==> src/rtl/peribus_pkg.sv <==
// Shared Peribus widths and arbiter state encoding.
// Imported by the arbiter and its round-robin picker.
package peribus_pkg;

  localparam int PERIBUS_ADDR_W = 8;
  localparam int PERIBUS_DATA_W = 16;

  typedef enum logic [1:0] {
    IDLE,
    STROBE,
    WAIT,
    ACK
  } peribus_arb_state_t;

endpackage

==> src/rtl/rr_picker.sv <==
// Combinational round-robin picker: first request after 'last'.
// Kept generic so interrupt and DMA schedulers can reuse it.
module rr_picker #(
  parameter int N  = 2,
  parameter int IW = (N > 1) ? $clog2(N) : 1
) (
  input  logic [N-1:0]  req,
  input  logic [IW-1:0] last,
  output logic [IW-1:0] winner,
  output logic          valid
);

  // scan last+1, last+2, ... wrapping; first hit wins
  always_comb begin
    int idx;
    idx    = 0;
    winner = '0;
    valid  = 1'b0;
    for (int i = 1; i <= N; i++) begin
      idx = (int'(last) + i) % N;
      if (!valid && req[IW'(idx)]) begin
        winner = IW'(idx);
        valid  = 1'b1;
      end
    end
  end

endmodule

==> src/rtl/peribus_arbiter.sv <==
// Round-robin arbiter sharing one Peribus controller port.
// Each transaction runs IDLE -> STROBE -> WAIT -> ACK.
module peribus_arbiter
  import peribus_pkg::*;
#(
  parameter int NUM_MASTERS = 2,
  parameter int WAIT_STATES = 1
) (
  input  logic                        CLOCK_50,
  input  logic                        reset,
  input  logic [NUM_MASTERS-1:0]      m_req,
  input  logic [NUM_MASTERS-1:0]      m_we,
  input  logic [NUM_MASTERS*8-1:0]    m_addr,
  input  logic [NUM_MASTERS*16-1:0]   m_wdata,
  output logic [NUM_MASTERS-1:0]      m_ack,
  output logic [15:0]                 m_rdata,
  output logic [NUM_MASTERS-1:0]      grant,
  output logic                        busy,
  output logic [7:0]                  bus_addr,
  output logic [15:0]                 bus_write_data,
  output logic                        bus_write_enable,
  output logic                        bus_read_enable,
  input  logic [15:0]                 bus_read_data
);

  localparam int IW = (NUM_MASTERS > 1) ? $clog2(NUM_MASTERS) : 1;
  localparam int AW = PERIBUS_ADDR_W;
  localparam int DW = PERIBUS_DATA_W;

  peribus_arb_state_t state_q, state_d;

  logic [NUM_MASTERS-1:0] grant_q, grant_d;
  logic [NUM_MASTERS-1:0] ack_q, ack_d;
  logic [IW-1:0]          last_q, last_d;
  logic [AW-1:0]          addr_q, addr_d;
  logic [DW-1:0]          wdata_q, wdata_d;
  logic [DW-1:0]          rdata_q, rdata_d;
  logic                   we_q, we_d;
  logic                   wen_q, wen_d;
  logic                   ren_q, ren_d;
  logic                   busy_q, busy_d;
  logic [3:0]             cnt_q, cnt_d;

  logic [IW-1:0] win;
  logic          win_vld;
  logic [AW-1:0] sel_addr;
  logic [DW-1:0] sel_wdata;
  logic          sel_we;

  rr_picker #(
    .N  (NUM_MASTERS),
    .IW (IW)
  ) u_pick (
    .req    (m_req),
    .last   (last_q),
    .winner (win),
    .valid  (win_vld)
  );

  // mux the winning master's address, data and direction
  always_comb begin
    sel_addr  = '0;
    sel_wdata = '0;
    sel_we    = 1'b0;
    for (int i = 0; i < NUM_MASTERS; i++) begin
      if (IW'(i) == win) begin
        sel_addr  = m_addr[i*AW +: AW];
        sel_wdata = m_wdata[i*DW +: DW];
        sel_we    = m_we[i];
      end
    end
  end

  // next-state and registered-output logic
  always_comb begin
    state_d = state_q;
    grant_d = grant_q;
    last_d  = last_q;
    addr_d  = addr_q;
    wdata_d = wdata_q;
    rdata_d = rdata_q;
    we_d    = we_q;
    cnt_d   = cnt_q;
    ack_d   = '0;
    wen_d   = 1'b0;
    ren_d   = 1'b0;
    unique case (state_q)
      IDLE: begin
        grant_d = '0;
        if (win_vld) begin
          addr_d  = sel_addr;
          wdata_d = sel_wdata;
          we_d    = sel_we;
          wen_d   = sel_we;
          ren_d   = !sel_we;
          grant_d = NUM_MASTERS'(1) << win;
          last_d  = win;
          state_d = STROBE;
        end
      end
      STROBE: begin
        cnt_d   = 4'(WAIT_STATES - 1);
        state_d = WAIT;
      end
      WAIT: begin
        if (cnt_q == 4'd0) begin
          if (!we_q) begin
            rdata_d = bus_read_data;
          end
          ack_d   = grant_q;
          state_d = ACK;
        end else begin
          cnt_d = cnt_q - 4'd1;
        end
      end
      ACK: begin
        grant_d = '0;
        state_d = IDLE;
      end
      default: begin
        grant_d = '0;
        state_d = IDLE;
      end
    endcase
    busy_d = (state_d != IDLE);
  end

  // state and output registers with synchronous reset
  always_ff @(posedge CLOCK_50) begin
    if (reset) begin
      state_q <= IDLE;
      grant_q <= '0;
      ack_q   <= '0;
      last_q  <= IW'(NUM_MASTERS - 1);
      addr_q  <= '0;
      wdata_q <= '0;
      rdata_q <= '0;
      we_q    <= 1'b0;
      wen_q   <= 1'b0;
      ren_q   <= 1'b0;
      busy_q  <= 1'b0;
      cnt_q   <= '0;
    end else begin
      state_q <= state_d;
      grant_q <= grant_d;
      ack_q   <= ack_d;
      last_q  <= last_d;
      addr_q  <= addr_d;
      wdata_q <= wdata_d;
      rdata_q <= rdata_d;
      we_q    <= we_d;
      wen_q   <= wen_d;
      ren_q   <= ren_d;
      busy_q  <= busy_d;
      cnt_q   <= cnt_d;
    end
  end

  assign m_ack            = ack_q;
  assign m_rdata          = rdata_q;
  assign grant            = grant_q;
  assign busy             = busy_q;
  assign bus_addr         = addr_q;
  assign bus_write_data   = wdata_q;
  assign bus_write_enable = wen_q;
  assign bus_read_enable  = ren_q;

endmodule

==> config.mk <==
export PLATFORM = sky130hd
export DESIGN_NAME = peribus_arbiter
export DESIGN_NICKNAME = d
export VERILOG_FILES = /design/src/rtl/peribus_pkg.sv /design/src/rtl/rr_picker.sv /design/src/rtl/peribus_arbiter.sv
export SDC_FILE = /design/constraint.sdc
export NUM_CORES = 1
export LEC_CHECK = 0
export ABC_AREA = 1
export ABC_CLOCK_PERIOD_IN_PS = 1340
export CORE_ASPECT_RATIO = 1.25
export CORE_MARGIN = 5
export CORE_UTILIZATION = 37
export CTS_BUF_LIST = sky130_fd_sc_hd__clkbuf_8
export DETAILED_ROUTE_END_ITERATION = 16
export PLACE_DENSITY = 0.76
export SLEW_MARGIN = 20
export SYNTH_ARGS = -nofsm -noshare
export SYNTH_HDL_FRONTEND = slang
export SYNTH_SLANG_ARGS = --single-unit
==> constraint.sdc <==
create_clock -name CLOCK_50 -period 1.34 [get_ports CLOCK_50]
set_input_delay 0.268 -clock CLOCK_50 [delete_from_list [all_inputs] [get_ports CLOCK_50]]
set_output_delay 0.268 -clock CLOCK_50 [all_outputs]
set_load 0.005 [all_outputs]
* Word level (Yosys, flattened, before mapping)
Index checks and enable logic that the tools add are counted.
Storage, ports and cells: flip-flop bits (word level) 55, latch bits 0, RAM bits 0, memory bits (read-only) 0, output and inout port bits 47, word-level logic and storage cells 58, memories 0
Operators by class: add/sub/neg operators 3, $mul 0, div/mod/pow operators 0, $lt $le $gt $ge 2, equal/unequal tests 4, shifts and indexed selects 1, multiplexer cells 18, bitwise logic cells 5, reduce and logical (&&, ||, !) cells 13
Operators with widths (count):
- $mux 16 | 1
- $mux 1 | 9
- $mux 8 | 1
- $pmux 2 s4 | 1
- $pmux 4 s2 | 1
- $lt 1x3->1 const B | 2
- $mux 2 | 3
- $reduce_bool 2->1 | 3
- $reduce_or 3->1 | 2
- $not 1->1 | 5
- $eq 2x2->1 const B | 2
- $logic_not 4->1 | 1
- $mux 4 | 1
- $pmux 2 s2 | 1
- $reduce_and 2->1 | 2
- $sub 4x1->4 const B | 1
- $reduce_and 3->1 | 1
- $add 1x1->1 const B | 2
- $eq 2x1->1 const B | 1
- $logic_not 1->1 | 2
- $logic_not 2->1 | 1
- $ne 2x2->1 const B | 1
- $shl 1x1->2 const A | 1
- $logic_and 1x1->1 | 1

* Logic depth before layout (Yosys ltp)
Gate-level depths: netlist (run 1).
depth in word-level cells 11, gate-level depth with buffers 8, gate-level depth less buffers 7

* By module
Synthesis (run 1) repeated with hierarchy kept, for this count alone.
Unflattened totals: cell total of the unflattened synthesis 316, area, all modules 2406.1 µm²
Modules (own cells, without submodules):
- peribus_arbiter | times used 1, cells an instance 313, area an instance 2388.5 µm², sequential area each 1101.1 µm²
- rr_picker | times used 1, cells an instance 3, area an instance 17.5 µm², sequential area each 0.0 µm²

* Worst setup path before layout (run 1)
OpenSTA, ideal clock, no wires.
path type register to register, start register state_q[0], end register addr_q[7] (netlist: bus_addr[7]), library setup time 0.121 ns, arrival 1.252 ns, required time 1.219 ns, setup slack -0.033 ns, cell stages (with the launch flop) 9, path buffers 2, clock period less this slack 1.373 ns, cells stage by stage dfxtp_1 > inv_1 > ha_1 > nand2_2 > inv_2 > buf_4 > buf_2 > o21ai_0 > a21oi_1
On the way: cells in the longest elaborated chain, start to end 2
Ends and longest elaborated chain:
- from (decl) | line peribus_arbiter.sv:30 | peribus_arb_state_t state_q, state_d;
- from (signal assigned) | line peribus_arbiter.sv:144 | state_q <= state_d;
- $logic_not 2->1 | line peribus_arbiter.sv:87 | unique case (state_q)
- $reduce_and 2->1 (no source line)
- to (signal assigned) | line peribus_arbiter.sv:148 | addr_q <= addr_d;
- to (decl) | line peribus_arbiter.sv:35 | logic [AW-1:0] addr_q, addr_d;
Every way passes these cells. A chain may end at the register's enable or synchronous reset.

* Worst setup path after layout (run 1)
start register state_q[0], end register rdata_q[2] (netlist: m_rdata[2])
On the way: cells in the longest elaborated chain, start to end 2
Ends and longest elaborated chain:
- $eq 2x2->1 | line peribus_arbiter.sv:87
- $reduce_and 3->1 (no source line)
- to (signal assigned) | line peribus_arbiter.sv:150 | rdata_q <= rdata_d;
- to (decl) | line peribus_arbiter.sv:37 | logic [DW-1:0] rdata_q, rdata_d;
Every way passes these cells.

==> run summary, run 1 <==
The run finished, with violations left. The global routing usage summed across all routing layers came out at 0.1668. Setup repair after global routing could not meet its margin everywhere.

Synthesis handed over a netlist of 271 instances. TritonCTS built the clock tree. The detailed router finished its first iteration with 105 violations. The required arrival time at the worst endpoint was 1.53 ns; the die span in y was 96.91 µm. The total power per unit cell area came out at 1613 nW/µm².

The first global-routing pass estimated 10.44 mm of wire. Ranked by total cell area, the synthesized netlist is headed by sky130_fd_sc_hd__dfxtp_1, sky130_fd_sc_hd__o21ai_0, sky130_fd_sc_hd__a21oi_1. The logs give 7.034 mm for the wire length reported by the detailed router and -0.005129 ns for the final critical-path setup slack. Detailed-placement wirelength estimate: 4.996 mm. The final reports fail on setup timing. For this run, the number of Yosys warnings is 0. A synthesized cell averages 8.251 µm².

The detailed router used layers up to and including met4. The area growth from synthesis to layout is 73.87%. For the pin with the worst max-slew slack, the measured transition is 0.3629 ns. The H-tree generated during clock tree synthesis spans 2 levels.

In this run, synthesis produced a sequential element count of 55. After routing the design area is 3887 µm². The type of origin of the critical path is a flip-flop. The detailed router put a total of 2.723 mm of wire on met1. The tree built by TritonCTS fans out to 55 sinks. After clock tree synthesis, the clock-pin slew on the worst setup and hold paths is 0.09 ns.

The top cell types in the final layout, fill and taps aside, are sky130_fd_sc_hd__clkdlybuf4s50_1, sky130_fd_sc_hd__dlygate4sd2_1, sky130_fd_sc_hd__dfxtp_1. The share of the synthesized area in the top cell type is 0.4924, and the number of nets in the synthesized netlist is 347. The repair_antennas step left the layout with diodes totalling 0. For the cell row count, the log shows 31. The mapped netlist covers 2236 µm². The tools report the number of antenna violations at the first check in global routing as 0. The area of the core region is 5857 µm², and the TritonCTS buffer count is 5.

In this run, post-CTS hold repair placed 0 buffers. For the count of final max-slew check failures, the log shows 0. The tools report the worst-case headroom to the max-slew limit as 0.7578.

By startpoint and endpoint, the worst setup path is classified as reg -> reg. The net count of the finished layout is 474. The classification of the worst-slack hold path is reg -> reg.

The timing-limited maximum frequency came out at 743.4 MHz. Port buffering added 115 buffers. Counting instances, the worst hold path has a depth of 2.

The run gives -0.005 ns as the internal reg-to-reg setup slack. The run gives 0.7700 as the global placer's final weighted congestion. The sum of negative setup slack was -0.005129 ns; the via count of the first global-routing pass was 2,292. Counting along the longest clock path gives a buffer depth of 2. Endpoint of the worst register-to-register path: m_rdata[2]. Between clock sinks in the finished design, the worst skew comes to 0.003812 ns.

The run gives 22 as the largest net degree at the start of global routing. The initial standard-cell utilization of the core is 0.3818, and the routed length on met2 is 3.615 mm. The run gives 0 as the max-cap check violation count.

The die covers 7707 µm². The most area-hungry cell type in the Yosys netlist is sky130_fd_sc_hd__dfxtp_1. The clock reaches the later pin of the worst-skew pair after 0.30 ns. The peak ir drop on the vdd network was 622.7 µV; the depth of the most critical reg-to-reg path was 6. Critical path data arrival time: 1.54 ns. For the share of synthesized area occupied by flip-flops and latches, the log shows 0.4924. The wire length on met3 is 575 µm, and the final setup violation count is 1. The beginning of the worst hold path was cnt_q[1].

The die is 79.53 µm wide. The count of nets left with antenna violations once routing finished came out at 0. 117 I/O pins were placed.

The tools report the count of final hold-check violations as 0. The tools report the startpoint of the most critical register-to-register path as state_q[0]. The number of vias per cell works out to 4.954. Global routing finished with a remaining overflow of 0. The post-route fraction of the period consumed by the critical path was 1.004; the share of layout cells above drive strength 1 was 0.2281.

The tools report the worst hold path endpoint as cnt_q[1]. The worst path in the final design needs a cycle of 1.345 ns, including I/O delays and setup. In this run the worst path has a maximum fanout of 6. The run gives 26 as the unique cell type count in the Yosys netlist.

Commonest non-fill, non-tap cell in the layout: sky130_fd_sc_hd__clkdlybuf4s50_1. The tools report the endpoint type of the worst setup path as a flip-flop. After detailed routing, the number of remaining DRC violations is 0. The detailed-router iteration count before antenna repair was 5; the total number of vias was 2,383. The root buffer cell was sky130_fd_sc_hd__clkbuf_8. In the final routed layout, each cell accounts on average for 14.62 µm. The run gives 3572 µm² as the instance area after placement. For this design the static power due to leakage is 1.712 nW.
layer usage:
metal | vias to the layer above | track usage
met2 | 88 | 0.3029
met4 | 0 | 0.05291
met3 | 11 | 0.05855
met1 | 1087 | 0.1750
met5 | - | 0
li1 | 1197 | -
how the worst max path moves through the flow:
stage                     from           endpoint  depth (start not counted)
finish              state_q[0]         m_rdata[2]                          6
global placement      m_req[0]  bus_write_data[7]                          6
floorplan           state_q[0]        bus_addr[7]                          8
detailed placement    m_req[0]  bus_write_data[5]                          6
global route        state_q[0]         m_rdata[2]                          6
CTS                   cnt_q[0]         m_rdata[9]                          6
per-stage QoR:
step	utilization	instances	power, mW	setup WS [ns]	hold slack (ns)
floorplan	-	271	3.703	0.02646	0.3371
global placement	0.6099	467	5.093	-0.1792	0.4479
detailed placement	0.6099	467	5.184	-0.2194	0.4560
CTS	0.6244	477	5.912	0.01362	0.4684
global route	0.6637	481	6.732	-0.05554	0.4877
finish	0.6637	481	6.272	-0.005129	0.4728
worst max-delay path: stages (launching register included):
cell,delay [ns]
sky130_fd_sc_hd__dfxtp_2,0.34
sky130_fd_sc_hd__inv_4,0.08
sky130_fd_sc_hd__ha_4,0.17
sky130_fd_sc_hd__nand3_4,0.19
sky130_fd_sc_hd__clkbuf_16,0.23
sky130_fd_sc_hd__nor3_4,0.13
sky130_fd_sc_hd__nor2_1,0.08
final cells by class:
type	count	area (µm²)
tap	82	102.6
timing repair buffer	139	1369
sequential	55	1134
clock buffer	5	68.82
inverter	16	65.06
multi-input combinational	181	1134
clock inverter	3	15.01
fill	470	1969
logic make-up after synthesis:
logic type      Yosys count  share of synthesized area
compound gates           93                     0.2210
buf+inv                  36                    0.07666
simple gates             81                     0.1763
fa+ha+maj                 6                    0.03357
flops                    55                     0.4924
synth_stat cells, drive strengths merged:
cell type,n
o21ai,44
nor3,23
clkbuf,5
o22ai,21
nor3b,1
inv,16
nor2,29
nand4,2
nand2,18
dfxtp,55
ha,6
o211ai,1
buf,15
nand3,7
or2,1
a21oi,27
power by group:
group | switching [mW] | internal (mW) | total, mW | leakage, nW
Combinational | 1.47 | 1.50 | 2.97 | 1.20
Sequential | 0.266 | 2.15 | 2.42 | 0.462
Clock | 0.519 | 0.359 | 0.878 | 0.0477
Total | 2.26 | 4.02 | 6.27 | 1.71
registers in the layout, summed over array words and instances, names as in the netlist:
name / flops
bus_addr: 8
m_ack: 2
m_rdata: 16
bus_write_data: 16
bus_read_enable: 1
grant: 2
cnt_q: 4
bus_write_enable: 1
last_q: 1
we_q: 1
state_q: 2
busy: 1
what timing repair did:
action                                  CTS  global route
cloned                                    1             2
endpoints found under the setup margin   64            43
pin swaps                                 2            13
setup buffers                             1             2
gates resized for setup                  71            48
(Power assumes the default switching activity.)
==> run 2, diff against run 1 <==
--- a/config.mk
+++ b/config.mk
@@ -8,6 +8,6 @@
 export ABC_AREA = 1
 export ABC_CLOCK_PERIOD_IN_PS = 1340
+export CAP_MARGIN = 20
 export CORE_ASPECT_RATIO = 1.25
-export CORE_MARGIN = 5
 export CORE_UTILIZATION = 37
 export CTS_BUF_LIST = sky130_fd_sc_hd__clkbuf_8
==> constraint.sdc (replaced) <==
create_clock -name CLOCK_50 -period 1.34 [get_ports CLOCK_50]
set_input_delay 0.134 -clock CLOCK_50 [delete_from_list [all_inputs] [get_ports CLOCK_50]]
set_output_delay 0.134 -clock CLOCK_50 [all_outputs]
set_load 0.005 [all_outputs]
==> run summary, run 2 (synthesized netlist as in run 1, its figures left out) <==
The number of nets still failing antenna checks after routing is 0 (unchanged). The detail-routed net length per standard cell is 13.66 µm (-6.6%), and the area of the core region is 5818 µm² (-0.66%). The tools report the number of antenna violations at the first check in global routing as 0 (unchanged). Startpoint-to-endpoint class of the critical path: reg -> reg.

Leaving out fill and tap cells, the most frequent cell in the layout is sky130_fd_sc_hd__clkdlybuf4s50_1. The count of final hold-check violations was 0 (unchanged); the initial standard-cell utilization of the core was 0.3843 (+0.002545). The final global-route overflow total is 0 (unchanged), and the maximum fanout count along the critical path is 7 (+1). The tools report the worst-case hold slack as 0.4205 ns (-0.05229 ns). Peak-usage layer in the global routing report: met2.

For the max-cap check violation count, the log shows 0 (unchanged). The leakage power figure was 1.685 nW (-1.6%); the transition time at the pin with the least slew margin was 0.3568 ns (-0.006032 ns). The total inserted antenna cells was 0 (unchanged); the total number of vias was 2,386 (+0.13%).

The detailed-placement wirelength estimate is 4.328 mm (-13%), and the count of pins on the block boundary is 117 (unchanged). The largest net degree at the start of global routing is 48 (+120%), and the width of the die is 71.53 µm (-10%). Share of layout cells above drive strength 1: 0.1716 (-0.05643).

The post-route non-filler standard cell count is 468 (-2.7%). The final-stage net count is 477 (+0.63%). For the final clock skew, the log shows 0.006095 ns (+0.002283 ns).

The path class of the tightest hold or removal check is in -> reg. The required arrival time at the worst endpoint was 1.59 ns (+0.06 ns); the minimum setup slack after placement was -0.1149 ns (+0.1045 ns). The via count of the first global-routing pass came out at 2,182 (-4.8%). The TritonCTS buffer count was 5 (unchanged). The die span in y was 88.91 µm (-8.3%).

The run finished with clean final reports. The latest clock arrival within the worst-skew pair was 0.31 ns (about the same). Wire length reported by the detailed router: 6.394 mm (-9.1%). Setup repair after global routing could not meet its margin everywhere.

Relative to the synthesized area, the layout overhead comes to 72.97%. The tools report the global-route wire length before repair as 9.687 mm (-7.2%). The final period demand of the worst path was 1.334 ns (-0.01136 ns).

Number of buffers inserted by port buffering: 115 (unchanged). The critical path data arrival time is 1.58 ns (+0.04 ns), and the global placer's final weighted congestion is 0.8127 (+5.5%). The global routing usage summed across all routing layers was 0.1938 (+0.02700); the met1 track demand over resource was 0.2091 (+0.03417). The full die area is 6360 µm² (-17%).

The run gives 4 (-1) as the detailed-router iteration count before antenna repair. The total power per unit cell area is 1684 nW/µm² (+4.4%), and the worst-case headroom to the max-slew limit is 0.7618 (+0.004026). For the peak ir drop on the vdd network, the log shows 679.3 µV (+9.1%).

STA classifies the critical path endpoint as a flip-flop. Met3 track demand over resource: 0.05186 (-0.006690). STA classifies the critical path startpoint as a flip-flop. The timing-limited maximum frequency was 749.8 MHz (+0.85%); the final setup violation count was 0 (-1). The number of vias per cell was 5.098 (+2.9%). The violation count after the first detailed-route iteration was 49 (-53%). The post-placement cell count came out at 449 (-3.9%).

The final critical-path setup slack is 0.006231 ns (+0.01136 ns), and the cell row count is 31 (unchanged). The met2 usage was 0.3749 (+0.07200). The logs give 0 (unchanged) for the DRC violations left and 6.512 mW (+3.8%) for the total power after layout. The number of sinks on the clock net came out at 55 (unchanged). In this run the clock root is driven by a sky130_fd_sc_hd__clkbuf_8.

The clock-pin transition on the worst setup and hold timing paths was 0.10 ns (about the same). The maximum buffer depth of the clock tree is 2 (unchanged), and the post-route fraction of the period consumed by the critical path is 0.9954 (-0.008477). In the layout the commonest cells are sky130_fd_sc_hd__clkdlybuf4s50_1, sky130_fd_sc_hd__dfxtp_1, sky130_fd_sc_hd__a21oi_1, sky130_fd_sc_hd__nor2_1. TritonCTS built the clock tree.

Depth of the CTS H-tree: 2 (unchanged). For the count of final max-slew check failures, the log shows 0 (unchanged).
[run 2: cell count changes in the layout (fill, tap and decap cells not counted), sizes merged]
cell and change:
clkinv -1, buf +4, dlymetal6s2s +11, bufbuf +1, clkinvlp +2, inv -1
clkdlybuf4s50 +36, clkbuf -2, dlygate4sd2 -47
[run 2: final timing paths]
path / cells past startpoint / endpoint / startpoint / slack (ns)
worst max-delay path: 8 / m_rdata[10] / state_q[0] / 0.006
worst min-delay path: 3 / bus_addr[6] / m_addr[14] / 0.42
worst max register to register: 8 / m_rdata[10] / state_q[0] / 0.006
worst min register to register: 2 / grant[1] / grant[1] / 0.49
[run 2: what timing repair did]
| action | CTS | global route |
|---|---|---|
| hold buffers | 0 | 0 |
| gates resized for setup | 7 | 51 |
| setup buffers | 3 | 6 |
| endpoints found under the setup margin | 19 | 50 |
| pin swaps | 3 | 8 |
| cloned | 2 | 0 |
[run 2: final cells by class]
type / count / area, µm²
clock inverter: 3 / 20.02
sequential: 55 / 1121
timing repair buffer: 142 / 1484
fill: 512 / 1951
tap: 66 / 82.58
clock buffer: 5 / 68.82
inverter: 16 / 67.56
multi-input combinational: 181 / 1023
[run 2: worst max-delay path: stages (launching register included)]
cell and delay [ns]:
sky130_fd_sc_hd__dfxtp_2 0.35, sky130_fd_sc_hd__inv_4 0.06, sky130_fd_sc_hd__ha_4 0.16, sky130_fd_sc_hd__nand3_4 0.13, sky130_fd_sc_hd__buf_6 0.17, sky130_fd_sc_hd__nor2_8 0.13, sky130_fd_sc_hd__buf_12 0.12, sky130_fd_sc_hd__o21ai_2 0.05
sky130_fd_sc_hd__nor2_1 0.10
[run 2: per-stage QoR]
stage | util | TNS [ns] | area (µm²)
after global placement | 0.6080 | -0.7938 | 3537
after detailed placement | 0.6080 | -1.742 | 3537
after CTS | 0.6398 | 0 | 3722
after global routing | 0.6647 | -0.6195 | 3867
final | 0.6647 | 0 | 3867
after floorplan | - | 0 | 2237
[run 2: power by group]
group	switching, mW	internal (mW)	total, mW
registers	0.277	2.13	2.41
logic	1.38	1.82	3.20
clock network	0.536	0.364	0.900
total	2.20	4.32	6.51
[run 2: layer usage]
layer | wire (µm) | up-vias
li1 | - | 1203
met1 | 2560 | 1091
met2 | 3392 | 86
met3 | 383 | 6
met4 | 57 | 0
met5 | 0 | -
==> run 3, diff against run 2 <==
Settings changed: CAP_MARGIN 20 to not set, MAX_ROUTING_LAYER set to met4, TNS_END_PERCENT set to 5.
==> run summary, run 3 (synthesized netlist as in run 1, its figures left out) <==
The flow ran to the end, and the final reports show no timing, DRC or antenna violations. The largest net degree at the start of global routing is 48 (unchanged). For the number of inserted filler cells in the final layout, the log shows 496 (-3.1%).

The maximum buffer depth of the clock tree is 2 (unchanged), and the initial standard-cell utilization of the core is 0.3843 (unchanged). The maximum fanout count along the critical path was 7 (unchanged); the final-stage net count was 478 (+0.21%). The detail-routed net length per standard cell is 13.82 µm (+1.1%), and the global routing usage summed across all routing layers is 0.2001 (+0.006310).

The post-route fraction of the period consumed by the critical path was 0.9971 (+0.001748). The share of layout cells above drive strength 1 was 0.1811 (+0.009500); the post-placement cell count was 449 (unchanged). The DRC violations left came out at 0 (unchanged). For the timing-limited maximum frequency, the log shows 748.4 MHz (-0.18%). For the final global-route overflow total, the log shows 0 (unchanged). The clock-pin transition on the worst setup and hold timing paths was 0.10 ns (about the same); the utilization after layout was 0.6662 (+0.001506). The run gives 3537 µm² (unchanged) as the instance area after placement. The logs give 0 (unchanged) for the hold-fix buffer count after cts and 2,371 (-0.63%) for the total number of vias.

Wire length reported by the detailed router: 6.480 mm (+1.3%). Endpoint type of the worst setup path: a flip-flop. The critical path goes through inv_4, ha_4, nand3_4, buf_6, nor2_8, buf_12, o21ai_1, nor2_1. The transition time at the pin with the least slew margin came out at 0.3615 ns (+0.004698 ns). The depth of the most critical reg-to-reg path works out to 8 (unchanged). The logs give 0 (unchanged) for the final setup violation count and 0 (unchanged) for the count of final max-slew check failures. The die span in y came out at 88.91 µm (unchanged). The total inserted antenna cells was 0 (unchanged). The width of the die was 71.53 µm (unchanged). The detailed-placement wirelength estimate is 4.328 mm (unchanged), and the count of final hold-check violations is 0 (unchanged). The total power per unit cell area was 1688 nW/µm² (+0.28%). The run gives 0 (unchanged) as the number of nets still failing antenna checks after routing. The TritonCTS buffer count is 5 (unchanged), and the number of vias per cell is 5.055 (-0.84%). The worst-case hold slack was 0.4230 ns (+0.002558 ns). The run gives 117 (unchanged) as the count of pins on the block boundary. For the max-cap check violation count, the log shows 0 (unchanged).

TritonCTS built the clock tree. Setup repair after global routing could not meet its margin everywhere. Number of antenna violations at the first check in global routing: 0 (unchanged). The logs give 1.55 ns (-0.04 ns) for the required arrival time at the worst endpoint and 0.7586 (-0.003136) for the worst-case headroom to the max-slew limit. The run gives 469 (+0.21%) as the post-route non-filler standard cell count. The run gives 2 (unchanged) as the depth of the CTS H-tree. Classification of the worst-slack hold path: in -> reg.

The worst setup path is launched from a flip-flop. The global-route wire length before repair is 9.708 mm (+0.22%), and the final period demand of the worst path is 1.336 ns (+0.002343 ns). The number of sinks on the clock net came out at 55 (unchanged). The via count of the first global-routing pass was 2,182 (unchanged). Final critical-path setup slack: 0.003888 ns (-0.002343 ns). Full die area: 6360 µm² (unchanged).

The run gives -0.1149 ns (unchanged) as the minimum setup slack after placement. The latest clock arrival within the worst-skew pair was 0.31 ns (about the same); the detailed-router iteration count before antenna repair was 4 (unchanged). The root buffer cell was sky130_fd_sc_hd__clkbuf_8.

The tools report the global placer's final weighted congestion as 0.8247 (+1.5%). The leakage power figure came out at 1.650 nW (-2.1%). The worst hold path cell count is 3 (unchanged), and the peak ir drop on the vdd network is 691.8 µV (+1.8%). Number of buffers inserted by port buffering: 115 (unchanged).

The commonest non-fill, non-tap cell in the layout was sky130_fd_sc_hd__clkdlybuf4s50_1. The logs give 1.54 ns (-0.04 ns) for the critical path data arrival time and 3876 µm² (+0.23%) for the summed area of non-filler cells in the final layout. The area of the core region came out at 5818 µm² (unchanged). The sum of negative setup slack is 0 ns (unchanged), and the cell row count is 31 (unchanged). The violation count after the first detailed-route iteration was 68 (+39%). For the final clock skew, the log shows 0.005410 ns (-0.0006853 ns). Area growth from synthesis to final layout: 73.36%.

The critical-path cell with the highest stage delay was sky130_fd_sc_hd__dfxtp_2. The startpoint-to-endpoint class of the critical path is reg -> reg. In the layout the commonest cells are sky130_fd_sc_hd__clkdlybuf4s50_1, sky130_fd_sc_hd__dfxtp_1, sky130_fd_sc_hd__a21oi_1, sky130_fd_sc_hd__nor2_1, sky130_fd_sc_hd__o21ai_1. For the total power after layout, the log shows 6.545 mW (+0.51%). The highest cell delay on the worst timing path was 0.36 ns (about the same).
[run 3: changes by cell type in the layout (fill, tap and decap cells not counted), moves of 3 or more]
| cell | change |
|---|---|
| sky130_fd_sc_hd__clkdlybuf4s50_1 | +3 |
| sky130_fd_sc_hd__o21ai_0 | -3 |
| sky130_fd_sc_hd__o21ai_1 | +5 |
| sky130_fd_sc_hd__nor3_1 | -4 |
| sky130_fd_sc_hd__dlymetal6s2s_1 | -3 |
| sky130_fd_sc_hd__nor3_2 | +4 |
[run 3: path summary, 6_finish.rpt]
path,endpoint,slack (ns),from
worst min register to register,cnt_q[1],0.48,cnt_q[1]
worst max-delay path,m_rdata[10],0.004,state_q[0]
worst max register to register,m_rdata[10],0.004,state_q[0]
worst min-delay path,bus_addr[6],0.42,m_addr[14]
[run 3: area by class of cell]
type,instances,area (µm²),share of cell area
flip-flops and latches,55,1124,0.2899
clock buffers,5,68.82,0.01775
inverters,16,67.56,0.01743
clock inverters,3,20.02,0.005165
repair buffers,143,1480,0.3819
well taps,66,82.58,0.02130
multi-input cells,181,1033,0.2666
[run 3: critical path, delay by kind of cell (launching register included)]
kind                     cells  cell delay [ns]
buffers and inverters        3             0.33
flip-flops                   1             0.36
AO/OA/AOI/OAI                1             0.14
AND/OR/NAND/NOR              3             0.24
adder cells (fa/ha/maj)      1             0.17
[run 3: metal layers]
layer	vias to the layer above	global-route usage	part of all wire
met3	7	0.04961	0.057
met5	-	-	0
li1	1199	-	-
met1	1085	0.2126	0.41
met4	0	0.04991	0.012
met2	80	0.3732	0.53
[run 3: timing repair]
item / CTS / global route
endpoints found under the setup margin: 19 / 49
endpoints found under the hold margin: 0 / 0
cloned: 2 / 0
gates resized for setup: 7 / 53
buffers inserted: 3 / 7
pin swaps: 3 / 5
[run 3: power breakdown]
part           total [mW]  switching (mW)  internal (mW)  leakage [nW]
logic                3.23            1.40           1.83          1.15
registers            2.41           0.275           2.14         0.459
clock network       0.905           0.540          0.365        0.0402
